==> src/rtl/score_bcd_ctrl.sv <==
// Sequential binary-to-BCD converter for the score display path.
// It shifts and adds 3 (double-dabble) on one bit per clock and holds four registered digits.
module score_bcd_ctrl #(
   parameter int WIDTH   = 14,
   parameter int MAX_VAL = 9999
) (
   input  logic             clk,
   input  logic             rst,
   input  logic             req_valid,
   output logic             req_ready,
   input  logic [WIDTH-1:0] bin_in,
   output logic             busy,
   output logic             done,
   output logic [3:0]       thou,
   output logic [3:0]       hund,
   output logic [3:0]       tens,
   output logic [3:0]       units,
   output logic             ovf
);

   localparam int               CNT_W    = $clog2(WIDTH + 1);
   localparam logic [WIDTH-1:0] MAX_VEC  = WIDTH'(MAX_VAL);
   localparam logic [CNT_W-1:0] LAST_CNT = CNT_W'(WIDTH - 1);

   typedef enum logic [1:0] {
      S_IDLE,
      S_SHIFT,
      S_DONE
   } state_t;

   state_t           state;
   state_t           state_n;
   logic             accept;
   logic             finish;
   logic             over;
   logic [WIDTH-1:0] shift_reg;
   logic [WIDTH-1:0] shift_n;
   logic [15:0]      scratch;
   logic [15:0]      adj;
   logic [15:0]      scratch_n;
   logic [CNT_W-1:0] cnt;
   logic             ovf_pend;
   logic [15:0]      result;

   // A scratch digit of 5 or more would reach 10 or more after doubling, so it is corrected first.
   function automatic logic [3:0] add3(input logic [3:0] d);
      return (d >= 4'd5) ? d + 4'd3 : d;
   endfunction

   always_ff @(posedge clk) begin
      if (rst) state <= S_IDLE;
      else     state <= state_n;
   end

   always_comb begin
      state_n   = state;
      req_ready = 1'b0;
      busy      = 1'b0;
      accept    = 1'b0;
      finish    = 1'b0;
      case (state)
         S_IDLE: begin
            req_ready = 1'b1;
            if (req_valid) begin
               accept  = 1'b1;
               state_n = S_SHIFT;
            end
         end
         S_SHIFT: begin
            busy = 1'b1;
            if (cnt == LAST_CNT) begin
               finish  = 1'b1;
               state_n = S_DONE;
            end
         end
         S_DONE: begin
            busy    = 1'b1;
            state_n = S_IDLE;
         end
         default: state_n = S_IDLE;
      endcase
   end

   always_comb begin
      over      = (bin_in > MAX_VEC);
      adj       = {add3(scratch[15:12]), add3(scratch[11:8]),
                   add3(scratch[7:4]),   add3(scratch[3:0])};
      scratch_n = (adj << 1) | {15'd0, shift_reg[WIDTH-1]};
      shift_n   = shift_reg << 1;
   end

   // Results are copied out only on the finishing edge, so the display never sees partial scratch.
   always_ff @(posedge clk) begin
      if (rst) begin
         shift_reg <= '0;
         scratch   <= '0;
         cnt       <= '0;
         ovf_pend  <= 1'b0;
         result    <= '0;
         ovf       <= 1'b0;
         done      <= 1'b0;
      end else begin
         done <= finish;
         if (accept) begin
            shift_reg <= over ? MAX_VEC : bin_in;
            ovf_pend  <= over;
            scratch   <= '0;
            cnt       <= '0;
         end else if (state == S_SHIFT) begin
            shift_reg <= shift_n;
            scratch   <= scratch_n;
            cnt       <= cnt + CNT_W'(1);
            if (finish) begin
               result <= scratch_n;
               ovf    <= ovf_pend;
            end
         end
      end
   end

   assign thou  = result[15:12];
   assign hund  = result[11:8];
   assign tens  = result[7:4];
   assign units = result[3:0];

endmodule

==> config.mk <==
export PLATFORM = sky130hd
export DESIGN_NAME = score_bcd_ctrl
export DESIGN_NICKNAME = d
export VERILOG_FILES = /design/src/rtl/score_bcd_ctrl.sv
export SDC_FILE = /design/constraint.sdc
export NUM_CORES = 1
export LEC_CHECK = 0
export ABC_AREA = 1
export BUFFER_PORTS_ARGS = -buffer_cell sky130_fd_sc_hd__buf_2
export CORE_AREA = 2 2 103 105
export CTS_BUF_LIST = sky130_fd_sc_hd__clkbuf_4 sky130_fd_sc_hd__clkbuf_8
export DETAILED_ROUTE_END_ITERATION = 10
export DIE_AREA = 0 0 105 107
export HOLD_SLACK_MARGIN = 0.15
export PLACE_DENSITY_LB_ADDON = 0.3
export RECOVER_POWER = 25
export SLEW_MARGIN = 10
export SYNTH_ARGS = -nofsm -noshare
export SYNTH_HDL_FRONTEND = slang
export SYNTH_SLANG_ARGS = --single-unit
==> constraint.sdc <==
create_clock -name clk -period 1.7 [get_ports clk]
set_clock_uncertainty 0.2 [all_clocks]
set_input_delay 0 -clock clk [delete_from_list [all_inputs] [get_ports clk]]
set_output_delay 0 -clock clk [all_outputs]
set_load 0.05 [all_outputs]
==> metrics <==
Internal Power 1.87 mW; largest net degree at the start of global routing 26; TritonCTS Buffers 5; Nets 522; WP data required 1770 ps; 1st-iter DRT viols 105; worst min-delay path endpoint state[1]; first-pass GRT wire length 11.4 mm; net switching power 0.829 mW; worst-margin pin slew 603 ps; Synth Cell Area 2980 um2; Fillers 1085; Cells after Synth 420; Reg-to-Reg End result[9]; initial core utilization 29.5%; Port Buffer Count 36; vias in the first global route 2502; Setup TNS Final 0 ps; Distinct cells, synth 26; Synth async-reset ratio 0%; Worst Hold Path Cells 2; DRC 0; CORE AREA 10100 um2; RSZ-0062 raised after global routing true; Slew HR 59.9%; Reg2Reg Setup Slack 30 ps; crit path cell chain inv_2 -> ha_4 -> nand2_8 -> nand2_8 -> nor2_8 -> clkbuf_16 -> nor2_4 -> nor2_2 -> nand2_1 -> inv_1; flops & latches, synth 55; Clock Tree Buf Depth 2; Crit path buffers/inverters 3; root buf cell clkbuf_8; leading area contributor after synthesis dfxtp_1; predominant post-synthesis flop cell dfxtp_1; EDFF count, synth 0; antenna-violating nets left 0; CTS tree done; most used cell, CP nand2_8; status completed; sequential area share after synthesis 37.0%; Peak VDD IR 362 uV; Clk pwr share 28.5%; critical path's top delay family simple AND/OR/NAND/NOR gates; Synth area leaders dfxtp_1 (37%), nand2_1 (11%), inv_1 (8.9%); initial antenna violation count 0; Worst path max stage delay 360 ps; Syn Area/Cell 7.09 um2; pwr dens 694 nW/um2; syn nets 449; Die Height 107 um; worst setup path class reg2reg; Die ar. 11200 um2; area grow syn2layout 30.7%; Final Hold Viols 0; Clock Pin Slew Worst Setup and Hold Paths 120 ps; count leader, synth nand2_1; final instance area 3890 um2; highest-delay cell along the critical path dfxtp_2; Top-Level Pins 37; Routed wire per std cell 11.7 um; Fmax achieved 0.599 GHz; Worst-Skew Late Latency 320 ps; Synth Area in Compound Gates 13.7%; Hold Path Class reg2reg; min-delay src state[1]; number of pins with negative max-slew slack in the final report 0; DRT Wirelength 7.37 mm; mux contribution to synthesized area 0%; critical path depth 10; Final setup viols 0; Worst Reg-to-Reg Cells 10; post-DR vias/cell 4.40; CTS HTree Levels 2; sequential power share 51.1%; final period utilization 98.2%; DR pass1 iterations 4; gr usage total 12.3%; Post-DP HPWL 4.87 mm; post-synthesis xor/xnor area fraction 0%; Post-DP Area 3340 um2; LEAKAGE 1.75 nW; Logic pwr share 20.4%; max cap viols 0; Vias 2774; clock sink count 55; crit-path max FO 5; endpoint class of the critical path flop; critical path launch point type flop; reg2reg start state[1]; most frequent cells after synthesis nand2_1 (85), inv_1 (71), dfxtp_1 (55); yosys warns 0; GP Congestion 0.780; Simple-Gate Fraction of Synth Area 30.5%; share of layout cells above drive strength 1 23.1%; post-synthesis adder-cell area fraction 5.04%; minimum clock period 1670 ps; Sw Ratio 30.7%; largest family of logic cells by synthesized area simple AND/OR/NAND/NOR gates; Critical Path AT 1740 ps; chip width 105 um; ANT cells 0; # rows 37; GRT overflow 0; post-synth top area share 37.0%
## power groups by stage
| stage | sequential (mW) | clock (mW) | combinational (mW) |
|---|---|---|---|
| after floorplan | 1.40 | 0 | 0.343 |
| after CTS | 1.38 | 0.811 | 0.492 |
| after detailed placement | 1.41 | 0 | 0.459 |
| final | 1.38 | 0.769 | 0.550 |
| after global placement | 1.41 | 0 | 0.454 |
| after global routing | 1.39 | 0.853 | 0.616 |
## how the worst max path moves through the flow
stage / to / slack (ps) / from
global placement: cnt[3] / 40 / state[1]
floorplan: result[1] / 40 / state[1]
global route: result[6] / -40 / state[0]
detailed placement: cnt[3] / -10 / state[1]
finish: result[9] / 30 / state[1]
CTS: result[12] / 10 / state[1]
## worst register-to-register path, stage by stage (launching register included)
cell,delay [ps]
dfxtp_2,360
inv_2,60
ha_4,180
nand2_8,100
nand2_8,80
nor2_8,230
clkbuf_16,200
nor2_4,30
nor2_2,90
nand2_1,50
inv_1,40
## through the flow
stage / hold WS (ps) / setup WS (ps) / utilization [%] / power, mW / instances
after global placement: 125 / 35.1 / 33.1 / 1.86 / 591
after global routing: 293 / -44.8 / 38.6 / 2.86 / 630
final: 283 / 29.8 / 38.6 / 2.70 / 630
after CTS: 281 / 12.7 / 35.7 / 2.68 / 615
after floorplan: 4.81 / 42.3 / - / 1.74 / 420
after detailed placement: 127 / -14.6 / 33.1 / 1.87 / 591
## metal layers
layer | routed length (um) | global-route usage [%] | up-vias
li1 | - | - | 1472
met1 | 3510 | 15.6 | 1244
met2 | 3590 | 21.2 | 50
met3 | 192 | 2.25 | 8
met4 | 72 | 3.71 | 0
met5 | 0 | 0 | -
## cell type report
class / count / area [um2] / share of cell area, %
multi-input combinational: 277 / 1580 / 40.5
timing repair buffer: 80 / 657 / 16.9
sequential: 55 / 1110 / 28.5
clock inverter: 3 / 23.8 / 0.611
clock buffer: 5 / 68.8 / 1.77
tap: 136 / 170 / 4.37
inverter: 74 / 288 / 7.40
## repair_timing
action,4_1_cts,5_1_grt
setup buffers,0,10
pin swaps,0,11
gates cloned,0,5
gates resized for setup,4,27
hold endpoints to repair,23,0
setup endpoints to repair,5,26
hold buffers,16,0
## logic make-up (layout without fill, tap and decap cells)
| group | after synthesis | after routing |
|---|---|---|
| adders and majority gates | 12 | 12 |
| buffers and inverters | 89 | 162 |
| DFF | 55 | 55 |
| AOI/OAI and AO/OA | 68 | 68 |
| and+or+nand+nor | 196 | 197 |
## cell usage in the layout (no fill, tap or decap), types with 12 or more instances in the layout
| cell | netlist | layout |
|---|---|---|
| buf_4 | 4 | 17 |
| a21oi_1 | 22 | 22 |
| a21oi_2 | 12 | 12 |
| dfxtp_1 | 55 | 52 |
| o21ai_0 | 22 | 22 |
| dlygate4sd3_1 | 0 | 16 |
| nand3_1 | 35 | 30 |
| inv_1 | 71 | 68 |
| buf_2 | 5 | 20 |
| nand2_1 | 85 | 83 |
| clkbuf_1 | 0 | 16 |
| nor2_2 | 16 | 17 |
| nor2_1 | 45 | 42 |
Power figures use the tool's default switching activity.
